**src/rtl/db_multi_fsm.sv**
```systemverilog
// W-channel debouncer: one four-state FSM per channel driven by a shared 2^N-cycle tick.
// Define DB_SYNC_EN to insert a 2-FF synchronizer on sw ahead of the FSMs (+2 cycles latency).
module db_multi_fsm #(
  parameter int W = 4,
  parameter int N = 20,
  parameter int M = 3
) (
  input  logic         clk,
  input  logic         reset,
  input  logic [W-1:0] sw,
  output logic [W-1:0] db,
  output logic [W-1:0] rise,
  output logic [W-1:0] fall,
  output logic         tick
);

  localparam int CW = $clog2(M + 1);
  localparam logic [CW-1:0] CNT_LAST = CW'(M - 1);

  typedef enum logic [1:0] {
    ZERO  = 2'd0,
    WAIT1 = 2'd1,
    ONE   = 2'd2,
    WAIT0 = 2'd3
  } state_t;

  state_t        state [W];
  logic [CW-1:0] cnt   [W];
  logic [N-1:0]  q;
  logic [W-1:0]  s;

`ifdef DB_SYNC_EN
  logic [W-1:0] sw_p0;
  logic [W-1:0] sw_p1;

  // Two-stage synchronizer for asynchronous board inputs
  always_ff @(posedge clk) begin
    if (reset) begin
      sw_p0 <= '0;
      sw_p1 <= '0;
    end else begin
      sw_p0 <= sw;
      sw_p1 <= sw_p0;
    end
  end

  assign s = sw_p1;
`else
  assign s = sw;
`endif

  always_ff @(posedge clk) begin
    if (reset) begin
      q <= '0;
    end else begin
      q <= q + N'(1);
    end
  end

  assign tick = (q == '1);

  // Per-channel FSM; db/rise/fall are set on the same edge as the state change
  always_ff @(posedge clk) begin
    if (reset) begin
      for (int i = 0; i < W; i++) begin
        state[i] <= ZERO;
        cnt[i]   <= '0;
      end
      db   <= '0;
      rise <= '0;
      fall <= '0;
    end else begin
      rise <= '0;
      fall <= '0;
      for (int i = 0; i < W; i++) begin
        case (state[i])
          ZERO: begin
            if (s[i]) begin
              state[i] <= WAIT1;
              cnt[i]   <= '0;
            end
          end
          WAIT1: begin
            // A reversal takes priority over a coincident tick
            if (!s[i]) begin
              state[i] <= ZERO;
            end else if (tick) begin
              if (cnt[i] == CNT_LAST) begin
                state[i] <= ONE;
                db[i]    <= 1'b1;
                rise[i]  <= 1'b1;
              end else begin
                cnt[i] <= cnt[i] + CW'(1);
              end
            end
          end
          ONE: begin
            if (!s[i]) begin
              state[i] <= WAIT0;
              cnt[i]   <= '0;
            end
          end
          WAIT0: begin
            if (s[i]) begin
              state[i] <= ONE;
            end else if (tick) begin
              if (cnt[i] == CNT_LAST) begin
                state[i] <= ZERO;
                db[i]    <= 1'b0;
                fall[i]  <= 1'b1;
              end else begin
                cnt[i] <= cnt[i] + CW'(1);
              end
            end
          end
          default: begin
            state[i] <= ZERO;
            db[i]    <= 1'b0;
            fall[i]  <= db[i];
          end
        endcase
      end
    end
  end

endmodule

```
**config.mk**
```make
export PLATFORM = sky130hd
export DESIGN_NAME = db_multi_fsm
export DESIGN_NICKNAME = d
export VERILOG_FILES = /design/src/rtl/db_multi_fsm.sv
export SDC_FILE = /design/constraint.sdc
export NUM_CORES = 1
export LEC_CHECK = 0
export ABC_AREA = 1
export BUFFER_PORTS_ARGS = -buffer_cell sky130_fd_sc_hd__buf_2
export CAP_MARGIN = 20
export CORE_ASPECT_RATIO = 1.5
export CORE_MARGIN = 3
export CORE_UTILIZATION = 35
export CTS_CLUSTER_SIZE = 24
export DETAILED_ROUTE_END_ITERATION = 6
export MAX_ROUTING_LAYER = met4
export PLACE_DENSITY_LB_ADDON = 0.25
export SLEW_MARGIN = 20
export SYNTH_ARGS = -nofsm -noshare
export SYNTH_HDL_FRONTEND = slang
export SYNTH_SLANG_ARGS = --single-unit
```
**constraint.sdc**
```tcl
create_clock -name clk -period 3.8 [get_ports clk]
set_input_delay 0.38 -clock clk [delete_from_list [all_inputs] [get_ports clk]]
set_output_delay 0.38 -clock clk [all_outputs]
set_load 0.02 [all_outputs]
```
==> flow_summary.ini, run 1 <==
[grt]
grt_pass1_vias = 2122
grt_usage_pct = 13.9
grt-ovfl-total = 0
grt_antenna_before_repair = 0
grt_max_degree = 31
grt_pass1_wl_um = 8680

[drt]
vias = 2144
drt_pass1_iterations = 4
drt_wl_total_um = 5230
wire_per_inst_um = 12.2
ant_nets = 0
drtIter0Drc = 121
drc = 0
vias_per_cell = 4.99

[die]
start_util_pct = 36.4
die_w_um = 75.2
die_h_um = 110
core.rowCount = 37
dieArea_um2 = 8250
pin_count = 19
core-area_um2 = 6900

[power_and_ir_drop]
power_w = 0.00107
peakVddDrop_mv = 0.167
switching_power_w = 0.000282
p_leak_nw = 1.24
combinationalPowerShare_pct = 11.1
pwr-share-clk_pct = 34.8
power_density_nw_per_um2 = 385
seqPwrFrac_pct = 54.1
intPower_w = 0.000791
p_sw_share_pct = 26.3

[final_layout]
register_area_um2 = 1120
multi_input_area_um2 = 1160
antenna_cells = 0
final_cells = 430
nNetsFinal = 362
drive_above_1_share_pct = 12.8
stdcell_area_um2 = 2790
nFillCells = 701
synthToLayoutAreaGrowth_pct = 10.9

[sta]
finalSetupViolations = 0
rsz0062_at_grt = false
period_needed_ps = 2190
hold_viol = 0
slew_viol_final = 0
max_slew.worst_pin.slew_ps = 872
relSlewSlack_pct = 41.8
finalCritPeriodShare_pct = 57.7
finClkSkew_ps = 10.8
fmax_ghz = 0.456
fin_tns_setup_ps = 0

[cts]
cts_hold_buf = 0
clk_pin_slew_ps = 90
numCtsBuffers = 5
cts_buffer_depth = 2
cts_tree = built
post_cts_buffers = 0
insertion_delay_ps = 310
cts-htree-levels = 2
cts_resized = 0
root_buffer = clkbuf_8
cts_sinks = 48

[synthesis]
ys_seq_area_share_pct = 44.6
ys_ff_latch = 48
synth.avg_cell_area_um2 = 7.59
synth_nets = 342
yosysWarnings = 0
synthCells = 331
synth_cell_types = 26
netlist_area_um2 = 2510

[setup_path]
reg2reg_slack_ps = 1910
cp.required_ps = 3420
end_kind = output pin
crit_arrival_ps = 1810
critPathLaunchType = flip-flop
crit_type = reg2out
worstPathMaxFanout = 10

[placement]
dp.final_hpwl_um = 3960
placed_area_um2 = 2680
gp_congestion = 0.941
dp_cells = 422
io_buffers = 18

[status]
status = finished, final reports clean

[flow_run]
maxCapViolCount = 0

[min_path]
hp-class = in2reg
-- sequential cells by signal, indices dropped and copies added, names as in the netlist --
name	flops
state	8
db	4
fall	4
cnt	8
q	20
rise	4
-- cells in the mapped netlist, drive strengths merged --
library cell,instances,share of area (%)
a21oi,14,2.8
a31oi,1,0.25
buf,4,0.70
clkbuf,1,0.15
clkinv,1,0.35
dfxtp,32,25
edfxtp,16,19
ha,5,2.5
inv,54,8.1
nand2,64,10
nand3,20,4.6
nand4,14,3.5
nor2,61,11
nor3,12,3.0
nor4,6,1.5
o211ai,3,1.5
o21a,1,0.30
o21ai,18,3.6
xor2,4,1.4
-- routing by layer --
layer / GRT usage, % / routed length, um
met5: - / 0
met2: 25.4 / 2820
met4: 6.88 / 112
met1: 13.4 / 2080
met3: 2.74 / 215
-- cells in the final DEF (no fill, tap or decap), types with 2 or more instances in the layout --
cell type and count:
o21ai_0 17, nor2_4 6, inv_1 54, o211ai_2 3
nor3_1 9, clkbuf_8 5, xor2_1 4, nand2_4 2
nor4_1 6, dfxtp_1 32, buf_2 18, nand3_2 3
a21oi_1 14, nor2_1 55, nand3_1 17, nand4_1 14
edfxtp_1 16, nor3_2 3, ha_1 5, nand2_2 2
nand2_1 60
-- kinds of logic (layout without fill, tap and decap cells) --
logic type	Yosys count	in the layout	share of synthesized area, %
XOR/XNOR	4	4	1.39
adder cells (fa/ha/maj)	5	5	2.49
AND/OR/NAND/NOR	177	177	33.8
AO/OA/AOI/OAI	37	37	8.42
buffers and inverters	60	81	9.26
flip-flops	48	48	44.6
-- power by group through the flow --
stage | Clock, W | Combinational, W | Sequential, W
2_1_floorplan | 0 | 0.0000919 | 0.000587
3_3_place_gp | 0 | 0.000115 | 0.000592
3_5_place_dp | 0 | 0.000117 | 0.000593
4_1_cts | 0.000383 | 0.000118 | 0.000581
5_1_grt | 0.000402 | 0.000136 | 0.000585
6_report | 0.000373 | 0.000119 | 0.000581
-- worst paths after layout --
path         startpoint         to  cells past startpoint
max                q[0]       tick                      8
min               sw[1]    rise[1]                      3
max reg2reg        q[0]  cnt[2][1]                      9
min reg2reg       db[0]      db[0]                      2
-- per-stage QoR --
| stage | util (%) | hold WS (ps) | setup WS (ps) |
|---|---|---|---|
| floorplan | - | 418 | 2110 |
| detailed placement | 38.8 | 433 | 1320 |
| global route | 40.4 | 421 | 1440 |
| global placement | 38.8 | 428 | 1380 |
| CTS | 40.4 | 410 | 1590 |
| finish | 40.4 | 418 | 1610 |
-- final cells by class --
cell class                 instances  share of cell area [%]
clock buffer                       6                    2.60
clock inverter                     2                    1.26
inverter                          55                    7.59
multi-input combinational        223                    41.6
sequential                        48                    40.2
tap                               78                    3.50
timing repair buffer              18                    3.23
-- worst max-delay path: stages, from the launching register on --
cell      delay, ps
dfxtp_1         370
ha_1            180
nand2_1         100
nor2_4          180
nand2_4         100
nor2_4          160
nand2_4         100
clkinv_4        130
buf_2           180
No activity file was read; power rests on OpenSTA's default activity.
==> run 2, diff against run 1 <==
ABC_AREA = 0   (was 1)
clock period = 2.2 ns   (was 3.8 ns; I/O delays follow)
==> flow_summary.ini, run 2 <==
[setup_path]
path_cells = ha_1 -> buf_4 -> and4_1 -> nand3_1 -> or4_1 -> a21oi_1
critPathLaunchType = flip-flop
slowest_stage = or4_1
crit_type = reg2reg
crit_arrival_ps = 2140
r2r_cells = 6
end_kind = flip-flop
worstPathMaxFanout = 6
cp_slowest_stage_delay_ps = 520
cp.required_ps = 2350
path_buf_inv = 1
crit_cells = 6
cp_top_family = simple AND/OR/NAND/NOR gates

[final_layout]
antenna_cells = 0
regMostFlops = q
largest_reg_flops = 20
stdcell_area_um2 = 2640
synthToLayoutAreaGrowth_pct = 13.6
most-common-layout-cells = dfxtp_1, nor2_1, buf_2
drive_above_1_share_pct = 14.0
layout_commonest_cell = dfxtp_1
nNetsFinal = 282
reg.largest.list = q x20, cnt x8, state x8

[die]
start_util_pct = 36.8
core.rowCount = 35
die_h_um = 106
die_w_um = 72.5
dieArea_um2 = 7670
core-area_um2 = 6310
pin_count = 19

[synthesis]
synth.avg_cell_area_um2 = 9.18
yosysTopAreaCellShare_pct = 27.6
ys_seq_area_share_pct = 48.3
synth_cell_types = 42
netlist_area_um2 = 2320
synth_nets = 264
synthCells = 253
synth_area_leaders = dfxtp_1, edfxtp_1, nor2_1, xor2_1, xnor2_1
synth_edf_count = 16
synth-async-reset-ratio_pct = 0
synth_common_cells = dfxtp_1, nor2_1, nand2_1, edfxtp_1, nand3_1
yosysWarnings = 0
yosysMostFrequentCell = dfxtp_1
yosysTopAreaCell = dfxtp_1
ys.flop_type = dfxtp_1
ys_ff_latch = 48

[sta]
fin_tns_setup_ps = 0
max_slew.worst_pin.slew_ps = 441
finalCritPeriodShare_pct = 90.3
rsz0062_at_grt = false
finClkSkew_ps = 12.2
period_needed_ps = 1990
hold_viol = 0
finalSetupViolations = 0
fmax_ghz = 0.503
slew_viol_final = 0
relSlewSlack_pct = 70.4

[placement]
placed_area_um2 = 2490
dp.final_hpwl_um = 3410
io_buffers = 18
gp_congestion = 0.772

[cts]
clk_pin_slew_ps = 90
numCtsBuffers = 5
cts_sinks = 48
cts_tree = built
root_buffer = clkbuf_8
cts-htree-levels = 2
insertion_delay_ps = 300
cts_buffer_depth = 2

[drt]
vias = 1855
drt_wl_total_um = 4620
drt_pass1_iterations = 6
vias_per_cell = 5.36
wire_per_inst_um = 13.4
ant_nets = 0
drtIter0Drc = 63
drc = 0

[min_path]
min_path_cells = 2
hp-class = in2reg

[power_and_ir_drop]
seqPwrFrac_pct = 50.7
pwr-share-clk_pct = 30.7
switching_power_w = 0.000708
intPower_w = 0.00171
p_leak_nw = 0.958
p_sw_share_pct = 29.3
power_density_nw_per_um2 = 915
peakVddDrop_mv = 0.487
combinationalPowerShare_pct = 18.6

[grt]
grt_antenna_before_repair = 0
grtUsageMet3_pct = 3.24
grt_pass1_wl_um = 7940
grt_most_used_layer = met2
grt_usage_pct = 13.1
grt_pass1_vias = 1809
grt.met1_usage_pct = 13.9
grt_max_degree = 38
gr-usage-met2_pct = 23.1
grt-ovfl-total = 0

[status]
status = finished, final reports clean

[flow_run]
maxCapViolCount = 0
run 2: cell count changes after synthesis, sizes merged, moves of 7 or more:
cell / delta
nand2: -46
xor2: +7
xnor2: +9
inv: -42
nor2: -32
clkbuf: +8
run 2: power groups by stage:
stage,registers [W],clock network [W],logic (W)
3_5_place_dp,0.00124,0,0.000441
2_1_floorplan,0.00115,0,0.000426
4_1_cts,0.00122,0.000765,0.000444
6_report,0.00122,0.000741,0.000449
5_1_grt,0.00125,0.000795,0.000516
3_3_place_gp,0.00124,0,0.000439
run 2: kinds of logic (layout without fill, tap and decap cells):
logic type	Yosys count	count (layout)	share of synthesized area, %
AO/OA/AOI/OAI	37	37	9.97
XOR/XNOR	20	20	7.54
flip-flops	48	48	48.3
AND/OR/NAND/NOR	117	117	26.8
buffers and inverters	26	45	4.69
adder cells (fa/ha/maj)	5	5	2.69
run 2: what timing repair did:
| action | in CTS | in global routing |
|---|---|---|
| resized for setup | 0 | 3 |
| buffers inserted | 0 | 0 |
| setup endpoints to repair | 0 | 9 |
| hold buffers | 0 | 0 |
run 2: worst paths after layout:
kind	from	end	slack, ps
max	q[0]	state[2][1]	210
min	sw[1]	fall[1]	190
min reg2reg	q[0]	q[0]	470
max reg2reg	q[0]	state[2][1]	210
run 2: metal layers:
layer,vias to the layer above,part of all wire [%]
met5,-,0
met4,0,1.8
met3,8,4.3
met2,39,53
met1,862,41
li1,946,-
run 2: area by class of cell:
type | count | area, um2
fillers | 646 | 3670
flip-flops and latches | 48 | 1120
repair buffers | 24 | 135
clock inverters | 2 | 60.1
multi-input cells | 179 | 1110
inverters | 13 | 48.8
well taps | 74 | 92.6
clock buffers | 6 | 72.6
run 2: per-stage QoR:
stage | cells | util [%] | worst slack, ps | hold WS (ps) | power (W)
finish | 346 | 41.8 | 213 | 192 | 0.00241
floorplan | 253 | - | 239 | 383 | 0.00158
global placement | 338 | 39.5 | 199 | 440 | 0.00168
detailed placement | 338 | 39.5 | 113 | 448 | 0.00169
global route | 346 | 41.8 | 45.3 | 187 | 0.00256
CTS | 346 | 41.6 | 15.1 | 183 | 0.00243
==> run 3, diff against run 2 <==
PLACE_DENSITY_LB_ADDON = default   (was 0.25)
==> flow_summary.ini, run 3 (synthesized netlist as in run 2, its figures left out) <==
[status]
status = finished, final reports clean

[final_layout]
drive_above_1_share_pct = 14.0
synthToLayoutAreaGrowth_pct = 12.6
stdcell_area_um2 = 2610
antenna_cells = 0
reg.largest.list = q x20, cnt x8, state x8
nNetsFinal = 282
register_area_um2 = 1120
largest_reg_flops = 20
layout_commonest_cell = dfxtp_1
multi_input_area_um2 = 1110
most-common-layout-cells = dfxtp_1, nor2_1, buf_2
regMostFlops = q
final_cells = 346
nFillCells = 630

[sta]
hold_viol = 0
finalCritPeriodShare_pct = 95.7
timing.hold.ws_ps = 199
final.setup.worst_slack_ps = 94.0
slew_viol_final = 0
fmax_ghz = 0.475
max_slew.worst_pin.slew_ps = 468
period_needed_ps = 2110
fin_tns_setup_ps = 0
finalSetupViolations = 0
relSlewSlack_pct = 68.6
finClkSkew_ps = 11.6
rsz0062_at_grt = true

[placement]
placed_area_um2 = 2490
gp_congestion = 0.830
dp_cells = 338
dp.final_hpwl_um = 3390
io_buffers = 18
place_ws_ps = 151

[power_and_ir_drop]
p_leak_nw = 0.948
peakVddDrop_mv = 0.232
power_density_nw_per_um2 = 881

[setup_path]
cp_top_family = simple AND/OR/NAND/NOR gates
cp_slowest_stage_delay_ps = 370
crit_arrival_ps = 1890
crit_type = reg2out
slowest_stage = dfxtp_1
path_cells = ha_1 -> nand4_2 -> nor4_4 -> nand2_2 -> inv_1 -> buf_2
end_kind = output pin
worstPathMaxFanout = 6
path_buf_inv = 2
critPathLaunchType = flip-flop
cp.required_ps = 1980

[grt]
grt_usage_pct = 13.1
grt-ovfl-total = 0
grt_max_degree = 38
grt_pass1_wl_um = 7800
grt_pass1_vias = 1770
grt_antenna_before_repair = 0

[die]
pin_count = 19
die_w_um = 72.5
dieArea_um2 = 7670
start_util_pct = 36.8
die_h_um = 106
core.rowCount = 35
core-area_um2 = 6310

[cts]
insertion_delay_ps = 300
post_cts_buffers = 0
clk_pin_slew_ps = 90
numCtsBuffers = 5
root_buffer = clkbuf_8
cts_tree = built
cts_buffer_depth = 2
cts-htree-levels = 2
cts_sinks = 48

[drt]
drtIter0Drc = 152
wire_per_inst_um = 13.5
vias = 1850
drt_pass1_iterations = 4
vias_per_cell = 5.35
ant_nets = 0
drt_wl_total_um = 4660
drc = 0

[min_path]
hp-class = in2reg

[flow_run]
maxCapViolCount = 0
-- run 3: changes by cell type in the layout (fill, tap and decap cells not counted), sizes merged --
cell    delta
clkinv     +1
bufinv     -1
-- run 3: cell type report --
cell class | instances | area share (%)
Clock inverter | 2 | 1.34
Clock buffer | 6 | 2.78
Timing Repair Buffer | 24 | 5.17
Sequential cell | 48 | 42.9
Tap cell | 74 | 3.54
Inverter | 13 | 1.87
Multi-Input combinational cell | 179 | 42.4
-- run 3: report_power, final --
| group | internal [W] | leakage [nW] | switching (W) | total (W) |
|---|---|---|---|---|
| registers | 0.00107 | 0.434 | 0.000152 | 0.00122 |
| logic | 0.000181 | 0.459 | 0.000278 | 0.000459 |
| clock network | 0.000338 | 0.0552 | 0.000284 | 0.000622 |
-- run 3: what timing repair did --
item,4_1_cts,5_1_grt
resized for setup,0,5
endpoints found under the setup margin,0,6
hold buffers,0,0
-- run 3: stage by stage --
step	utilization (%)	total power [W]
2_1_floorplan	-	0.00158
3_3_place_gp	39.5	0.00168
3_5_place_dp	39.5	0.00169
4_1_cts	41.2	0.00232
5_1_grt	41.4	0.00245
6_report	41.4	0.00230
-- run 3: worst reg2reg max path, delay by kind of cell (launching register included) --
kind            cells  cell delay, ps
buf+inv             1             240
compound gates      2             400
flops               1             370
fa+ha+maj           1             200
simple gates        2             500
-- run 3: path summary, 6_finish.rpt --
check                            from     endpoint  slack [ps]  depth (start not counted)
worst max-delay path             q[0]         tick          90                          6
worst min-delay path            sw[1]      fall[1]         200                          2
worst max register to register   q[0]  state[2][1]         160                          6
worst min register to register   q[0]         q[0]         460                          1
-- run 3: layer usage --
metal  GRT usage (%)  wire length [um]  vias up
li1                -                 -      951
met1            14.2              1910      852
met2            22.6              2450       36
met3            3.63               214       11
met4            4.49                84        0
met5               -                 0        -
